File: config.mk
export PLATFORM = sky130hd
export DESIGN_NAME = packet_framer
export DESIGN_NICKNAME = d
export VERILOG_FILES = /design/src/rtl/packet_framer_pkg.sv /design/src/rtl/framer_byte_sender.sv /design/src/rtl/packet_framer.sv
export SDC_FILE = /design/constraint.sdc
export NUM_CORES = 1
export LEC_CHECK = 0
export ABC_AREA = 1
export BUFFER_PORTS_ARGS = -buffer_cell sky130_fd_sc_hd__buf_2
export CAP_MARGIN = 20
export CORE_UTILIZATION = 59
export CTS_CLUSTER_SIZE = 20
export DETAILED_ROUTE_END_ITERATION = 12
export GPL_TIMING_DRIVEN = 0
export PLACE_DENSITY = 0.8
export SYNTH_ARGS = -nofsm -noshare
export SYNTH_HDL_FRONTEND = slang
export SYNTH_HIERARCHICAL = 1
export SYNTH_SLANG_ARGS = --single-unit
File: constraint.sdc
create_clock -name clk -period 3.1 [get_ports clk]
set_input_delay 0.31 -clock clk [delete_from_list [all_inputs] [get_ports clk]]
set_output_delay 0.31 -clock clk [all_outputs]
set_load 0.1 [all_outputs]
File: src/rtl/packet_framer_pkg.sv
// Shared types and constants for the transmit-side packet framer.
// Frame: SOF, CMD_HI, CMD_LO, LEN2..LEN0, payload, CHK, EOF.
package packet_framer_pkg;

    localparam int LEN_WIDTH = 24;
    localparam int CHK_WIDTH = 8;
    localparam logic [7:0] SOF_DEFAULT = 8'hA5;
    localparam logic [7:0] EOF_DEFAULT = 8'h5A;

    typedef enum logic [3:0] {
        ST_IDLE,
        ST_SOF,
        ST_CMD_HI,
        ST_CMD_LO,
        ST_LEN2,
        ST_LEN1,
        ST_LEN0,
        ST_PAYLOAD,
        ST_CHK,
        ST_EOF
    } state_e;

    function automatic state_e next_state(input state_e s);
        state_e n;
        unique case (s)
            ST_SOF:     n = ST_CMD_HI;
            ST_CMD_HI:  n = ST_CMD_LO;
            ST_CMD_LO:  n = ST_LEN2;
            ST_LEN2:    n = ST_LEN1;
            ST_LEN1:    n = ST_LEN0;
            ST_LEN0:    n = ST_PAYLOAD;
            ST_CHK:     n = ST_EOF;
            default:    n = ST_IDLE;
        endcase
        return n;
    endfunction

    // SOF, CHK and EOF stay out of the running sum
    function automatic logic in_checksum(input state_e s);
        return (s != ST_IDLE) && (s != ST_SOF) &&
               (s != ST_CHK) && (s != ST_EOF);
    endfunction

endpackage

File: src/rtl/framer_byte_sender.sv
// UART byte pacing: one strobe when the transmitter is ready,
// followed by a guard cycle that ignores UART ready.
module framer_byte_sender (
    input  logic       clk,
    input  logic       rst,
    input  logic       send_req_i,
    input  logic [7:0] send_byte_i,
    input  logic       uart_ready_i,
    output logic [7:0] uart_data_o,
    output logic       uart_is_new_o,
    output logic       send_ack_o,
    output logic       guard_o
);

    logic guard_q;

    always_ff @(posedge clk or negedge rst) begin
        if (!rst) begin
            guard_q <= 1'b0;
        end else begin
            guard_q <= send_ack_o;
        end
    end

    assign send_ack_o    = send_req_i && uart_ready_i && !guard_q;
    assign uart_is_new_o = send_ack_o;
    assign uart_data_o   = send_ack_o ? send_byte_i : 8'h00;
    assign guard_o       = guard_q;

endmodule

File: src/rtl/packet_framer.sv
// Wraps a pixel stream into a framed, checksummed packet
// and paces the bytes into the UART transmitter.
import packet_framer_pkg::*;

module packet_framer #(
    parameter int         COMMAND_WIDTH = 16,
    parameter int         PIXEL_WIDTH   = 8,
    parameter int         FRAME_BYTES   = 76800,
    parameter logic [7:0] SOF_BYTE      = SOF_DEFAULT,
    parameter logic [7:0] EOF_BYTE      = EOF_DEFAULT
) (
    input  logic                     clk,
    input  logic                     rst,
    input  logic                     start,
    input  logic [COMMAND_WIDTH-1:0] command,
    input  logic                     stop,
    input  logic [PIXEL_WIDTH-1:0]   pixel_data,
    input  logic                     pixel_valid,
    output logic                     pixel_ready,
    input  logic                     UART_ready,
    output logic [7:0]               UART_data,
    output logic                     UART_is_new,
    output logic                     busy,
    output logic                     done,
    output logic                     aborted
);

    localparam logic [LEN_WIDTH-1:0] LEN = LEN_WIDTH'(FRAME_BYTES);

    state_e                   state_q, state_d;
    logic [COMMAND_WIDTH-1:0] cmd_q, cmd_d;
    logic [LEN_WIDTH-1:0]     cnt_q, cnt_d;
    logic [CHK_WIDTH-1:0]     chk_q, chk_d;
    logic [PIXEL_WIDTH-1:0]   hold_q, hold_d;
    logic                     hold_vld_q, hold_vld_d;
    logic                     done_q, done_d;
    logic                     abort_q, abort_d;
    logic                     send_req, send_ack, guard;
    logic [7:0]               send_byte;

    framer_byte_sender u_sender (
        .clk          (clk),
        .rst          (rst),
        .send_req_i   (send_req),
        .send_byte_i  (send_byte),
        .uart_ready_i (UART_ready),
        .uart_data_o  (UART_data),
        .uart_is_new_o(UART_is_new),
        .send_ack_o   (send_ack),
        .guard_o      (guard)
    );

    always_ff @(posedge clk or negedge rst) begin
        if (!rst) begin
            state_q    <= ST_IDLE;
            cmd_q      <= '0;
            cnt_q      <= '0;
            chk_q      <= '0;
            hold_q     <= '0;
            hold_vld_q <= 1'b0;
            done_q     <= 1'b0;
            abort_q    <= 1'b0;
        end else begin
            state_q    <= state_d;
            cmd_q      <= cmd_d;
            cnt_q      <= cnt_d;
            chk_q      <= chk_d;
            hold_q     <= hold_d;
            hold_vld_q <= hold_vld_d;
            done_q     <= done_d;
            abort_q    <= abort_d;
        end
    end

    always_comb begin
        send_req    = 1'b1;
        send_byte   = 8'h00;
        pixel_ready = 1'b0;
        unique case (state_q)
            ST_SOF:    send_byte = SOF_BYTE;
            ST_CMD_HI: send_byte = cmd_q[COMMAND_WIDTH-1 -: 8];
            ST_CMD_LO: send_byte = cmd_q[7:0];
            ST_LEN2:   send_byte = LEN[23:16];
            ST_LEN1:   send_byte = LEN[15:8];
            ST_LEN0:   send_byte = LEN[7:0];
            ST_PAYLOAD: begin
                send_req    = hold_vld_q;
                send_byte   = hold_q;
                pixel_ready = !hold_vld_q && (cnt_q < LEN);
            end
            ST_CHK:    send_byte = chk_q;
            ST_EOF:    send_byte = EOF_BYTE;
            default:   send_req = 1'b0;
        endcase
        if (stop) begin
            send_req    = 1'b0;
            pixel_ready = 1'b0;
        end
    end

    always_comb begin
        state_d    = state_q;
        cmd_d      = cmd_q;
        cnt_d      = cnt_q;
        chk_d      = chk_q;
        hold_d     = hold_q;
        hold_vld_d = hold_vld_q;
        done_d     = 1'b0;
        abort_d    = 1'b0;
        if (state_q == ST_IDLE) begin
            if (start && !stop) begin
                cmd_d      = command;
                cnt_d      = '0;
                chk_d      = '0;
                hold_vld_d = 1'b0;
                state_d    = ST_SOF;
            end
        end else if (stop) begin
            // let a pending guard cycle expire before leaving
            if (!guard) begin
                state_d    = ST_IDLE;
                abort_d    = 1'b1;
                hold_vld_d = 1'b0;
            end
        end else begin
            if (pixel_valid && pixel_ready) begin
                hold_d     = pixel_data;
                hold_vld_d = 1'b1;
            end
            if (send_ack) begin
                if (in_checksum(state_q)) begin
                    chk_d = chk_q + send_byte;
                end
                unique case (1'b1)
                    (state_q == ST_PAYLOAD): begin
                        hold_vld_d = 1'b0;
                        cnt_d      = cnt_q + 1'b1;
                        if (cnt_d == LEN) begin
                            state_d = ST_CHK;
                        end
                    end
                    (state_q == ST_EOF): begin
                        state_d = ST_IDLE;
                        done_d  = 1'b1;
                    end
                    default: state_d = next_state(state_q);
                endcase
            end
        end
    end

    assign busy    = (state_q != ST_IDLE);
    assign done    = done_q;
    assign aborted = abort_q;

endmodule
==> reports/metrics.cfg <==
[yosys]
yosys_warnings=6
ys_async_sr_fraction=1.00
postSynthAreaPerCell_sq_um=7.51
synth_common_cells=135 x nand2_1, 65 x inv_1, 64 x dfrtp_1, 54 x nor2_1, 51 x nand3_1
ys_seq_elements=64
synth_top_cell_by_area=dfrtp_1
syn_area_sq_um=3930
synth_flop_cell=dfrtp_1
synth_area_leaders=dfrtp_1 41%, nand2_1 13%, nand3_1 6.5%
ys_seq_area_frac=0.408
synth_edf_count=0
syn_inst=523
syn_nets=562
synthDistinctLibCells=41
yosysTopAreaCellShare=0.408
yosysMostFrequentCell=nand2_1

[worst_setup_path]
crit_fanout=4
path_buf_inv=8
timing.rr.end=chk_q[6]$_DFFE_PN0P_
worstSetupPathType=flip-flop to primary output
critPathMaxStageDelay_ns=0.44
crit_arrival_ns=2.79
r2r_start=state_q[2]$_DFFE_PN0P_
cp_slowest_cell=dfrtp_1
crit_start=state_q[2]$_DFFE_PN0P_
reg2reg_slack_ns=0.11
reg2regPathDepth=16
worstPathCellList=nor2_1, nand2_1, nor2_1, inv_2, o21ai_1, a221oi_4, o221ai_2, buf_4, buf_4, buf_4, buf_4, buf_4, inv_1, nor2_1, buf_6
crit_family=buffers and inverters
cp-start-kind=flip-flop
cpMostUsedCell=buf_4
end_kind=primary output
cp.required_ns=2.79

[layout]
num_antenna_cells=0
drive_gt1_frac=0.216
final_nets=622
areaGrowthSynthToFinish_pct=18.0
final_util=0.726

[sta]
hold_viol_final=0
layout_min_cycle_time_ns=3.10
setup_violations=1
holdWs_ns=0.0517
worstMarginPinSlew_ns=0.816
finClkSkew_ns=0.0153
fin_crit_sh=1.00
setup_slack_ns=-0.00204
slew_headroom=0.456
timing.fmax_ghz=0.322
final_max_slew_viol_count=0
tns_ns=-0.00204

[grt]
grt_max_degree=65
grt_pass1_vias=3609
overflow=0
grt.total_usage=0.318
antenna_found_initial=0
grt_pass1_wl_microns=17400

[die]
die-area_sq_um=6990
core_area_sq_um=6390
ios=43
rows=29
start_util=0.615
fp.dieW_microns=83.6
die_h_microns=83.6

[clocking]
clk_pin_slew_ns=0.08
cts.sinks=64
cts_buffer_depth=2
numCtsBuffers=9
cts_tree=built
h-tree-depth=3
insertion_delay_ns=0.34
cts-root-buf=clkbuf_8

[detailed_routing]
routedWlPerCell_microns=16.7
first_pass_iters=6
viasPerCell=5.89
vias=3916
wl_microns=11100
drc_errors=0
postRouteAntennaNets=0
drtIter0Drc=439

[power]
leakage_nw=2.22
power_density_nw_per_um2=1020
vdd_drop_max_mv=0.604

[placement]
gp_congestion=0.968
dp_hpwl_microns=7680
io_buffer_count=40

[hold_path]
hold_class=primary input to async pin

[status]
failed_checks=setup timing
outcome=finished, violations left

[run]
max_cap_viol_count=0

## report_power, final
| part | internal (mW) | leakage [nW] | switching [mW] |
|---|---|---|---|
| logic | 0.785 | 1.25 | 1.55 |
| clock network | 0.577 | 0.126 | 0.339 |
| registers | 1.16 | 0.841 | 0.314 |
## cells by family after synthesis
logic type / Yosys count / share of synthesized area
AO/OA/AOI/OAI: 71 / 0.108
XOR/XNOR: 8 / 0.0178
adder cells (fa/ha/maj): 9 / 0.0306
buffers and inverters: 78 / 0.0764
flip-flops: 64 / 0.408
multiplexers: 15 / 0.0430
AND/OR/NAND/NOR: 278 / 0.317
## worst max path at each step
stage                           endpoint  depth (start not counted)
global placement    chk_q[6]$_DFFE_PN0P_                         15
floorplan           chk_q[6]$_DFFE_PN0P_                         15
finish                      UART_data[0]                         15
global route                UART_data[0]                         15
CTS                 chk_q[6]$_DFFE_PN0P_                         15
detailed placement  chk_q[6]$_DFFE_PN0P_                         15
## through the flow
step	total power [mW]	worst slack (ns)	cell area, sq um	cells
after floorplan	2.92	0.329	3930	523
after global placement	3.36	-0.0591	4230	640
after detailed placement	3.45	-0.169	4230	640
after CTS	4.50	0.000940	4540	662
after global routing	4.98	-0.172	4640	665
final	4.72	-0.00204	4640	665
## cell usage in the layout, fill, tap and decap left out, types with 2 or more instances in the layout
cell type and instances:
nand2_1 132, dfrtp_1 63, inv_1 62, nor2_1 52, nand3_1 51, buf_2 41
o21ai_0 31, mux2_2 15, nand4_1 14, clkbuf_8 12, buf_4 11, nand2_2 10
a21oi_1 9, nor2_2 8, xor2_1 7, ha_1 7, o21ai_1 5, inv_2 4
o22ai_1 4, clkbuf_1 3, nor2_4 3, a21oi_2 3, bufinv_16 3, o211ai_1 2
a221oi_1 2, buf_1 2, nor4_1 2, nor3_1 2, nand3_2 2, nand3_4 2
o31ai_1 2
## routing by layer
layer,part of all wire,GRT usage,routed length (microns),vias to the layer above
met5,0,0,0,-
met4,0.030,0.129,332,0
met3,0.080,0.0336,888,35
met2,0.45,0.496,5010,219
met1,0.44,0.456,4890,1814
li1,-,-,-,1848
## layout make-up
class	instances	area, sq um
buffer	10	55.1
clock buffer	11	151
clock inverter	5	103
fill	483	1750
inverter	68	263
multi-input combinational	381	2090
sequential	64	1600
tap	77	96.3
timing repair buffer	49	277
## flip-flops by register name (all words and copies together) (netlist names)
register          count
cmd_q                16
aborted               1
cnt_q                24
state_q               4
hold_vld_q            1
done                  1
hold_q                8
chk_q                 8
u_sender/guard_o      1
## timing repair
action,4_1_cts,5_1_grt
pin swaps,1,7
buffers inserted,6,3
hold endpoints to repair,0,0
setup endpoints to repair,1,3
gates resized for setup,7,22
hold buffers,0,0
No activity file was read; power rests on OpenSTA's default activity.
